$ cat config.mk
export PLATFORM = sky130hd
export DESIGN_NAME = burst_read_mode
export DESIGN_NICKNAME = d
export VERILOG_FILES = /design/src/rtl/burst_read_mode.sv
export SDC_FILE = /design/constraint.sdc
export NUM_CORES = 1
export LEC_CHECK = 0
export CORE_MARGIN = 1.5
export CORE_UTILIZATION = 30
export CTS_CLUSTER_DIAMETER = 30
export DETAILED_ROUTE_END_ITERATION = 10
export HOLD_SLACK_MARGIN = 0.1
export PLACE_DENSITY = 0.59
export SETUP_SLACK_MARGIN = 0.5
export SLEW_MARGIN = 10
export SYNTH_ARGS = -nofsm -noshare
export SYNTH_HDL_FRONTEND = slang
export SYNTH_SLANG_ARGS = --single-unit
$ cat constraint.sdc
create_clock -name clk -period 2.8 [get_ports clk]
set_clock_uncertainty 0.1 [all_clocks]
set_input_delay 0.84 -clock clk [delete_from_list [all_inputs] [get_ports clk]]
set_output_delay 0.84 -clock clk [all_outputs]
set_load 0.1 [all_outputs]
$ cat src/rtl/burst_read_mode.sv
// Clock-burst read master for a 3-wire serial RTC (CE / SCLK / IO).
// Sends the burst-read command LSB-first, turns IO around and shifts in NUM_BYTES bytes.
module burst_read_mode #(
  parameter int unsigned HALF      = 2,
  parameter logic [7:0]  CMD_BYTE  = 8'hBF,
  parameter int unsigned NUM_BYTES = 8
) (
  input  logic                     clk,
  input  logic                     rstn,
  input  logic                     read,
  input  logic                     io_in,
  output logic                     ce,
  output logic                     sclk,
  output logic                     io_out,
  output logic                     io_oe,
  output logic                     busy,
  output logic                     valid,
  output logic [8*NUM_BYTES-1:0]   rtc_data
);

  localparam int unsigned BIT_CYC = 2 * HALF;
  localparam int unsigned TW      = (BIT_CYC > 1) ? $clog2(BIT_CYC) : 1;
  localparam int unsigned NBITS   = 8 * NUM_BYTES;
  localparam int unsigned BW      = ($clog2(NBITS) > 3) ? $clog2(NBITS) : 3;

  typedef enum logic [2:0] {
    IDLE  = 3'd0,
    SETUP = 3'd1,
    CMD   = 3'd2,
    READ  = 3'd3,
    HOLD  = 3'd4,
    DONE  = 3'd5
  } state_e;

  state_e             state_q, state_d;
  logic [TW-1:0]      tick_q, tick_d;
  logic [BW-1:0]      bit_q, bit_d;
  logic [NBITS-1:0]   shift_q, shift_d;
  logic [NBITS-1:0]   rtc_data_q, rtc_data_d;
  logic               ce_q, ce_d;
  logic               sclk_q, sclk_d;
  logic               io_out_q, io_out_d;
  logic               io_oe_q, io_oe_d;
  logic               busy_q, busy_d;
  logic               valid_q, valid_d;
  logic               bit_end_c;
  logic               rise_c;

  // Last clk cycle of a bit period, and the cycle before sclk rises.
  assign bit_end_c = (tick_q == TW'(BIT_CYC - 1));
  assign rise_c    = (tick_q == TW'(HALF - 1));

  // State and output registers.
  always_ff @(posedge clk or negedge rstn) begin
    if (!rstn) begin
      state_q    <= IDLE;
      tick_q     <= '0;
      bit_q      <= '0;
      shift_q    <= '0;
      rtc_data_q <= '0;
      ce_q       <= 1'b0;
      sclk_q     <= 1'b0;
      io_out_q   <= 1'b0;
      io_oe_q    <= 1'b0;
      busy_q     <= 1'b0;
      valid_q    <= 1'b0;
    end else begin
      state_q    <= state_d;
      tick_q     <= tick_d;
      bit_q      <= bit_d;
      shift_q    <= shift_d;
      rtc_data_q <= rtc_data_d;
      ce_q       <= ce_d;
      sclk_q     <= sclk_d;
      io_out_q   <= io_out_d;
      io_oe_q    <= io_oe_d;
      busy_q     <= busy_d;
      valid_q    <= valid_d;
    end
  end

  // Next state, counters and shift register.
  always_comb begin
    state_d    = state_q;
    tick_d     = tick_q;
    bit_d      = bit_q;
    shift_d    = shift_q;
    rtc_data_d = rtc_data_q;

    unique case (state_q)
      IDLE: begin
        tick_d = '0;
        bit_d  = '0;
        if (!read) state_d = SETUP;
      end
      SETUP: begin
        tick_d = tick_q + TW'(1);
        if (bit_end_c) begin
          tick_d  = '0;
          bit_d   = '0;
          state_d = CMD;
        end
      end
      CMD: begin
        tick_d = tick_q + TW'(1);
        if (bit_end_c) begin
          tick_d = '0;
          if (bit_q == BW'(7)) begin
            bit_d   = '0;
            state_d = READ;
          end else begin
            bit_d = bit_q + BW'(1);
          end
        end
      end
      READ: begin
        // Sample on the clk edge that raises sclk; bit j ends up in shadow bit j.
        if (rise_c) shift_d = {io_in, shift_q[NBITS-1:1]};
        tick_d = tick_q + TW'(1);
        if (bit_end_c) begin
          tick_d = '0;
          if (bit_q == BW'(NBITS - 1)) begin
            bit_d   = '0;
            state_d = HOLD;
          end else begin
            bit_d = bit_q + BW'(1);
          end
        end
      end
      HOLD: begin
        tick_d = tick_q + TW'(1);
        if (bit_end_c) begin
          tick_d  = '0;
          state_d = DONE;
        end
      end
      DONE: begin
        tick_d  = '0;
        bit_d   = '0;
        state_d = IDLE;
      end
      default: begin
        tick_d  = '0;
        bit_d   = '0;
        state_d = IDLE;
      end
    endcase

    if (state_d == DONE) rtc_data_d = shift_q;
  end

  // Pin values derive from the next state so every output is a flop with no decode glitches.
  always_comb begin
    ce_d     = (state_d == SETUP) || (state_d == CMD) || (state_d == READ) || (state_d == HOLD);
    sclk_d   = ((state_d == CMD) || (state_d == READ)) && (tick_d >= TW'(HALF));
    io_oe_d  = (state_d == CMD);
    io_out_d = (state_d == CMD) ? CMD_BYTE[bit_d[2:0]] : 1'b0;
    busy_d   = (state_d != IDLE);
    valid_d  = (state_d == DONE);
  end

  assign ce       = ce_q;
  assign sclk     = sclk_q;
  assign io_out   = io_out_q;
  assign io_oe    = io_oe_q;
  assign busy     = busy_q;
  assign valid    = valid_q;
  assign rtc_data = rtc_data_q;

endmodule

==> flow_metrics.py <==
metrics = {
    "setup_path": {
        "end_kind": "register",
        "cp_max_fo": 29,
        "start_kind": "register",
        "crit_path_top_delay_cell": "ha_1",
        "crit_chain": "ha_1, and3_4, buf_12, mux2_2",
        "cpPeakStageDelay_ns": 0.47,
        "critical_path_class": "reg -> reg",
        "r2r_setup_slack_ns": 0.64,
        "crit_family": "adder cells",
        "arrival_ns": 2.36,
        "required_ns": 3.00,
        "crit_start": "tick_q[0]$_DFF_PN0_",
        "r2r_start": "tick_q[0]$_DFF_PN0_",
        "critical_path_buf_inv_count": 1,
    },
    "cts": {
        "cts_buffers": 17,
        "clkSinkCount": 145,
        "cts_tree": "built",
        "ctsHoldBuffers": 0,
        "clk_pin_slew_ns": 0.06,
        "root_buffer": "clkbuf_16",
        "cts.path.max_buffers": 2,
        "clk_latency_ns": 0.41,
        "cts-resized-gates": 0,
        "htreeDepth": 4,
        "cts_setup_buffers": 0,
    },
    "drt": {
        "dr_total_vias": 3192,
        "first_iter_violations": 103,
        "final_antenna_net_count": 0,
        "totalWireLength_um": 10000,
        "routedWlPerCell_um": 14.5,
        "routed_via_density": 4.61,
        "first_pass_iters": 4,
        "route.detailed.drc": 0,
    },
    "die": {
        "io_pins": 74,
        "fp.dieW_um": 140,
        "die_area_sq_um": 19700,
        "start_util_pct": 30.4,
        "die_h_um": 140,
        "design.core.area_sq_um": 18600,
        "rows": 50,
    },
    "hold_path": {
        "hold_path.class": "in -> async",
    },
    "placed_design": {
        "place_area_sq_um": 6480,
        "port_buffers": 73,
        "place_congestion": 0.785,
        "dp_hpwl_um": 6450,
    },
    "global_routing": {
        "grtUsageMet1_pct": 14.6,
        "busiest_layer": "met2",
        "grt_overflow": 0,
        "grt_usage_pct": 11.2,
        "use_met3_pct": 4.03,
        "grt_max_degree": 56,
        "grt_pass1_wl_um": 17200,
        "grt_pass1_vias": 3366,
        "met2_usage_pct": 16.7,
        "antenna_found_initial": 0,
    },
    "yosys": {
        "synth_nets": 368,
        "synth.largest_area_cell": "dfrtp_1",
        "synthArstFlopShare_pct": 100,
        "synth_edf_count": 0,
        "ys.flop_type": "dfrtp_1",
        "syn_avg_cell_area_sq_um": 15.7,
        "syn_area_sq_um": 5650,
        "ys_seq_elements": 145,
        "synthTopCellsByArea": "dfrtp_1, mux2_2, buf_6, mux2_1, buf_2",
        "syn_inst": 361,
        "synth_cell_types": 39,
        "synth_top_area_share_pct": 64.2,
        "yosysSeqAreaShare_pct": 64.2,
        "yosys_warnings": 0,
    },
    "power_and_ir_drop": {
        "comb_power_share_pct": 1.3,
        "seq_power_share_pct": 48.5,
        "p_sw_mw": 0.957,
        "p_int_mw": 3.37,
        "power.share.switching_pct": 22.1,
        "power_density_nw_per_um2": 614,
        "clkPwrFrac_pct": 50.2,
        "max-vdd-ir-drop_mv": 0.398,
        "leakagePower_nw": 3.55,
    },
    "sta": {
        "holdWs_ns": 0.291,
        "grt_setup_unrepaired": "no",
        "drv_slew": 0,
        "final.setup.tns_ns": 0,
        "worstMarginPinSlew_ns": 0.547,
        "setup_viol": 0,
        "finalHoldViolations": 0,
        "period_share_pct": 77.3,
        "slew_headroom_pct": 63.5,
        "min_period_ns": 2.16,
        "max_freq_ghz": 0.462,
    },
    "cells_and_area": {
        "utilization_pct": 38.0,
        "diodes": 0,
        "nets": 452,
        "final_common_cell": "dfrtp_1",
        "layout_common_cells": "dfrtp_1, mux2_2, buf_4, clkbuf_16",
        "syn2layout_area_growth_pct": 24.7,
        "fin_area_sq_um": 7050,
        "drive_gt1_share_pct": 52.6,
    },
    "run_status": {
        "status": "finished, final reports clean",
    },
    "run": {
        "drv_cap": 0,
    },
}
-- sequential cells by signal (all words and copies together), names as in the netlist --
signal and flops:
ce 1, state_q 3, tick_q 2, rtc_data 64, io_oe 1, shift_q 64
busy 1, bit_q 6, valid 1, io_out 1, sclk 1
-- metal layers --
metal,part of all wire (%),vias up
met5,0,-
met4,1.8,0
met1,47,1640
met3,5.3,15
met2,46,75
li1,-,1462
-- cell families after synthesis --
| logic type | share of synthesized area, % |
|---|---|
| flops | 64.2 |
| mux | 25.5 |
| simple gates | 3.39 |
| compound gates | 3.50 |
| buf+inv | 2.79 |
| fa+ha+maj | 0.664 |
-- worst paths after layout --
kind,to,depth (start not counted)
max in group asynchronous,shift_q[19]$_DFFE_PN0P_,2
worst min-delay path,shift_q[17]$_DFFE_PN0P_,1
min in group clk,rtc_data[46]$_DFFE_PN0P_,1
worst min register to register,rtc_data[46]$_DFFE_PN0P_,1
worst max-delay path,rtc_data[59]$_DFFE_PN0P_,4
worst max register to register,rtc_data[59]$_DFFE_PN0P_,4
-- final cells by class --
cell class	instances	area, sq um
multi-input cells	192	1870
fillers	1765	11500
flip-flops and latches	145	3630
well taps	234	293
clock buffers	19	443
clock inverters	13	126
inverters	7	26.3
repair buffers	82	662
-- cells in the mapped netlist (3+ instances only) --
cell type	count
a31oi_1	4
buf_2	10
buf_6	6
dfrtp_1	145
ha_1	3
inv_1	7
mux2_1	5
mux2_2	123
nand2_1	6
nand3_1	7
nor2_1	5
o21ai_0	7
-- per-stage QoR --
stage / cells / worst slack, ns / total power [mW]
global placement: 660 / 0.571 / 2.20
finish: 692 / 0.637 / 4.33
CTS: 692 / 0.627 / 4.40
global route: 692 / 0.522 / 4.51
floorplan: 361 / 0.965 / 2.14
detailed placement: 660 / 0.544 / 2.20
-- power groups by stage --
stage | Combinational, mW | Clock, mW | Sequential, mW
finish | 0.0549 | 2.17 | 2.10
floorplan | 0.00383 | 0 | 2.14
global route | 0.0656 | 2.35 | 2.10
CTS | 0.0596 | 2.24 | 2.10
global placement | 0.0577 | 0 | 2.14
detailed placement | 0.0595 | 0 | 2.14
-- worst register-to-register path, cell delays in order, from the launching register on --
cell and delay [ns]:
dfrtp_1 0.38, ha_1 0.47, and3_4 0.47, buf_12 0.25, mux2_2 0.37
Note: power is estimated with default switching activity, not from simulation.
==> variant 1, RTL diff (same settings) <==
The parameter `HALF` goes from 2 to 1.
--- a/src/rtl/burst_read_mode.sv
+++ b/src/rtl/burst_read_mode.sv
@@ -1,7 +1,7 @@
 // Clock-burst read master for a 3-wire serial RTC (CE / SCLK / IO).
 // Sends the burst-read command LSB-first, turns IO around and shifts in NUM_BYTES bytes.
 module burst_read_mode #(
-  parameter int unsigned HALF      = 2,
+  parameter int unsigned HALF      = 1,
   parameter logic [7:0]  CMD_BYTE  = 8'hBF,
   parameter int unsigned NUM_BYTES = 8
 ) (
Formal check against the unedited RTL: not equivalent (Yosys sat finds a counterexample within 4 cycles, from zero or initial values and one cycle with rstn low).
==> variant 1 against the original RTL <==
Total power is 12% higher; synthesized area is 0.24% higher; utilization is 0.24 points higher; wire length grew 0.40%; synthesized cell count grew 1.7%; setup slack improved by 0.049 ns; design area rose by 0.98%; die area grew 0.24%; sequential cell count shrank 1; critical path type unchanged; critical endpoint is now shift_q[22]; largest power group unchanged.
==> variant 1: results (changes against the original RTL) <==
Run status
The flow ran to the end, and the final reports show no timing, DRC or antenna violations.

Route
The via-per-instance ratio is 4.617 (about the same). The number of optimization iterations in the first detailed-route pass was 4 (unchanged). In this run the top signal layer used is met4. The met1 routed wirelength after detailed routing was 4642 um (-2.1%). The amount of wire on met3 after detailed routing was 437 um (-17%). The final wirelength came to 10060 um (+0.40%). The routed length on met2 is 4856 um (+6.2%). The DRC marker count from the first detailed-route iteration was 148 (+44%).

Power and ir drop
The net switching fraction of the power is 0.1831 (-0.03799). The maximum vdd ir drop is 0.3845 mV (-3.3%). The leakage power was 3.577 nW (+0.80%).

Cells and area
The number of cells in the finished layout apart from fillers was 689 (-0.43%). The number of nets in the layout is 448 (-0.88%). The share of post-route cells with drive strength above 1 is 0.4989 (-0.02730). The diode insertion count for antenna repair was 0 (unchanged).

Global route
The number of global-route vias before repair came to 3368 (+0.059%). The number of antenna violations at the first check in global routing was 0 (unchanged). The pin count of the biggest net entering global routing was 67 (+20%). The global-route wire length before repair is 17460 um (+1.5%).

The global-route usage over all layers is 0.1130 (+0.0008748). The global-route met3 utilization came to 0.04034 (unchanged). The met2 track utilization from global routing is 0.1767 (+0.009901). The met1 capacity usage during global routing is 0.1425 (-0.003426).

Placed design
The final HPWL from detailed placement was 6400 um (-0.84%). The post-detailed-placement cell area was 0.006420 mm2 (-0.97%). The placer's final routability congestion estimate is 0.7202 (-8.2%).

The placed cell count is 658 (-0.30%).

Synth
The synthesized area per cell is 15.44 um2 (-1.4%). The number of distinct library cells after synthesis was 43 (+10%). The share of the yosys chip area belonging to registers is 0.6358 (-0.005973). The post-synthesis net count came to 372 (+1.1%). Counting instances in the post-synthesis netlist gives the leading cell types as sky130_fd_sc_hd__dfrtp_1, sky130_fd_sc_hd__mux2_2, sky130_fd_sc_hd__mux2_1. Sorting the synthesized cells by area gives the leading types as sky130_fd_sc_hd__dfrtp_1, sky130_fd_sc_hd__mux2_2, sky130_fd_sc_hd__mux2_1.

The share of flip-flops with an asynchronous set or reset after synthesis is 1.000 (unchanged). The most used flip-flop cell after synthesis is sky130_fd_sc_hd__dfrtp_1. The warning count from the yosys run is 0 (unchanged).

Clock network
The number of H-tree levels is 4 (unchanged). Clock tree synthesis selected as its root buffer the cell sky130_fd_sc_hd__clkbuf_16. The deepest clock path buffer count is 2 (unchanged).

The register clock-pin slew on the reported worst setup and hold paths was 0.06 ns (about the same). The number of gates resized after cts is 0 (unchanged). The number of setup buffers added after CTS was 0 (unchanged). The number of buffers added by the clock tree synthesis step came to 17 (unchanged). The clock insertion delay at the later pin of the skew report is 0.41 ns (about the same).

Critical path
In this design, the largest share of critical-path delay is due to simple AND/OR/NAND/NOR gates. The critical-path maximum fanout is 64 (+120%). The critical path's slowest cell is sky130_fd_sc_hd__dfrtp_1. The maximum single-stage delay on the critical path is 0.57 ns (+0.10 ns). The arrival time at the worst endpoint is 2.31 ns (-0.05 ns).

STA
The relative max-transition margin is 0.6528 (+0.01765).

Worst hold path
The path class of the tightest hold or removal check is input port to asynchronous set/reset pin.
-- variant 1: power groups by stage --
stage | clock (mW) | combinational (mW) | sequential [mW]
2_1_floorplan | 0 | 0.00999 | 2.14
3_3_place_gp | 0 | 0.0621 | 2.14
3_5_place_dp | 0 | 0.0645 | 2.14
4_1_cts | 2.74 | 0.0643 | 2.10
5_1_grt | 2.84 | 0.0714 | 2.10
6_report | 2.66 | 0.0594 | 2.10
-- variant 1: cell families (layout without fill, tap and decap cells) --
family	count (synthesis)	in the layout	synth area share
buffers and inverters	25	113	0.03444
DFF	144	144	0.6358
xor gates and xnor gates	1	1	0.001546
and+or+nand+nor	39	39	0.03841
adders and majority gates	1	1	0.002207
muxes	129	129	0.2561
AOI/OAI and AO/OA	28	28	0.03157
-- variant 1: layout make-up --
type | instances | area (um2)
Fill cell | 1753 | 11520
Sequential cell | 144 | 3603
Multi-Input combinational cell | 198 | 1877
Timing Repair Buffer | 78 | 631.9
Clock buffer | 22 | 474.2
Tap cell | 234 | 292.8
Clock inverter | 9 | 226.5
Inverter | 4 | 15.01
-- variant 1: path summary, 6_finish.rpt --
path                                   start           end  slack [ns]  depth (start not counted)
worst min-delay path                    rstn      bit_q[4]        0.27                          1
worst max register to register    state_q[2]   shift_q[22]        0.69                          5
worst min register to register  rtc_data[31]  rtc_data[31]        0.41                          1
max in group asynchronous               rstn   shift_q[29]        1.64                          2
worst max-delay path              state_q[2]   shift_q[22]        0.69                          5
min in group clk                rtc_data[31]  rtc_data[31]        0.41                          1
-- variant 1: per-stage QoR --
step | hold slack (ns) | setup slack (ns)
floorplan | 0.3189 | 0.9650
global placement | 0.3870 | 0.8005
detailed placement | 0.3969 | 0.7130
finish | 0.2665 | 0.6855
global route | 0.2942 | 0.5571
CTS | 0.2733 | 0.7065
==> variant 2, RTL diff (same settings) <==
Made on the original files. The 6 states of `state_e` get a one-hot encoding in 6 bits.
--- a/src/rtl/burst_read_mode.sv
+++ b/src/rtl/burst_read_mode.sv
@@ -23,13 +23,13 @@
   localparam int unsigned NBITS   = 8 * NUM_BYTES;
   localparam int unsigned BW      = ($clog2(NBITS) > 3) ? $clog2(NBITS) : 3;
 
-  typedef enum logic [2:0] {
-    IDLE  = 3'd0,
-    SETUP = 3'd1,
-    CMD   = 3'd2,
-    READ  = 3'd3,
-    HOLD  = 3'd4,
-    DONE  = 3'd5
+  typedef enum logic [5:0] {
+    IDLE  = 6'b000001,
+    SETUP = 6'b000010,
+    CMD   = 6'b000100,
+    READ  = 6'b001000,
+    HOLD  = 6'b010000,
+    DONE  = 6'b100000
   } state_e;
 
   state_e             state_q, state_d;
Behaviour: same outputs for any inputs over 10 cycles, from zero or initial values and one cycle with rstn low; not proved beyond that.
==> variant 2 against the original RTL <==
Global-route usage up 0.62 points; die area grew 1.8%; total power grew 9.8%; setup slack worse by 0.097 ns; wire length grew 11%; synthesized area increased by 1.9%; sequential cell count grew 3; design area increased by 3.8%; critical path type unchanged; largest cell class unchanged.
==> variant 2: results (changes against the original RTL) <==
Synth
The share of the yosys chip area belonging to registers is 0.6433 (+0.001541). The commonest cells after synthesis are sky130_fd_sc_hd__nand2_1, sky130_fd_sc_hd__dfrtp_1, sky130_fd_sc_hd__mux2_2. The multiplexer share of the synthesized area is 0.1251 (-0.1298). The post-synthesis net count was 514 (+40%).

Yosys attributes the largest share of cell area to sky130_fd_sc_hd__dfrtp_1, sky130_fd_sc_hd__nand2_1, sky130_fd_sc_hd__mux2_2. The synthesized area per cell came to 11.36 um2 (-27%).

Critical path
The maximum single-stage delay on the critical path was 0.54 ns (+0.07 ns). The setup slack of the most critical reg-to-reg path was 0.54 ns (-0.10 ns). The critical-path maximum fanout is 6 (-79%). The endpoint of the worst setup timing path is io_out. The arrival time at the worst endpoint is 2.51 ns (+0.15 ns). The number of cells traversed by the worst register-to-register path is 6 (+2).

The kind of cell with the highest combined delay along the critical path is simple AND/OR/NAND/NOR gates.

STA
The worst hold slack across all endpoints came to 0.2099 ns (-0.08070 ns).

Route
The DRC marker count from the first detailed-route iteration is 166 (+61%). The final wirelength is 11070 um (+11%).

Cells and area
The share of post-route cells with drive strength above 1 is 0.3233 (-0.2029). The number of nets in the layout is 594 (+31%). The number of cells in the finished layout apart from fillers came to 834 (+21%).

Global route
The global-route met3 utilization was 0.04185 (+0.001508). The global-route usage over all layers is 0.1183 (+0.006179). The pin count of the biggest net entering global routing is 45 (-20%).

The met2 track utilization from global routing came to 0.1866 (+0.01990). The global-route wire length before repair was 18860 um (+9.7%).

Placed design
The post-detailed-placement cell area is 0.006623 mm2 (+2.2%). The placer's final routability congestion estimate came to 0.7780 (-0.85%). The setup slack after placement is 0.4853 ns (-0.05863 ns). The placed cell count came to 799 (+21%).

The final HPWL from detailed placement is 7279 um (+13%).

Clock network
The number of gates resized after cts is 2 (+2).

Run status
The flow ran to the end, and the final reports show no timing, DRC or antenna violations.

Power and ir drop
The maximum vdd ir drop was 0.3788 mV (-4.7%). The cell internal power dissipation is 3.819 mW (+13%). The sequential share of power is 0.451 (-0.034). The leakage power is 3.868 nW (+9.0%).
variant 2: cell count changes after synthesis, sizes merged, moves of 3 or more:
cell and delta:
nand2 +199, mux2 -64, clkbuf +16, buf -9, nor3 +4, a32o +3
nand3 -3, xnor2 +3
variant 2: metal layers:
| layer | share of wire | wire [um] | up-vias |
|---|---|---|---|
| li1 | - | - | 1817 |
| met1 | 0.47 | 5198 | 1851 |
| met2 | 0.47 | 5253 | 75 |
| met3 | 0.046 | 505 | 13 |
| met4 | 0.010 | 115 | 0 |
| met5 | 0 | 0 | - |
variant 2: layout make-up:
class                           instances  area, um2
Clock buffer                           22      474.2
Clock inverter                         10      192.7
Fill cell                            1801      11450
Inverter                                5      18.77
Multi-Input combinational cell        330       1949
Sequential cell                       148       3706
Tap cell                              234      292.8
Timing Repair Buffer                   85      684.4
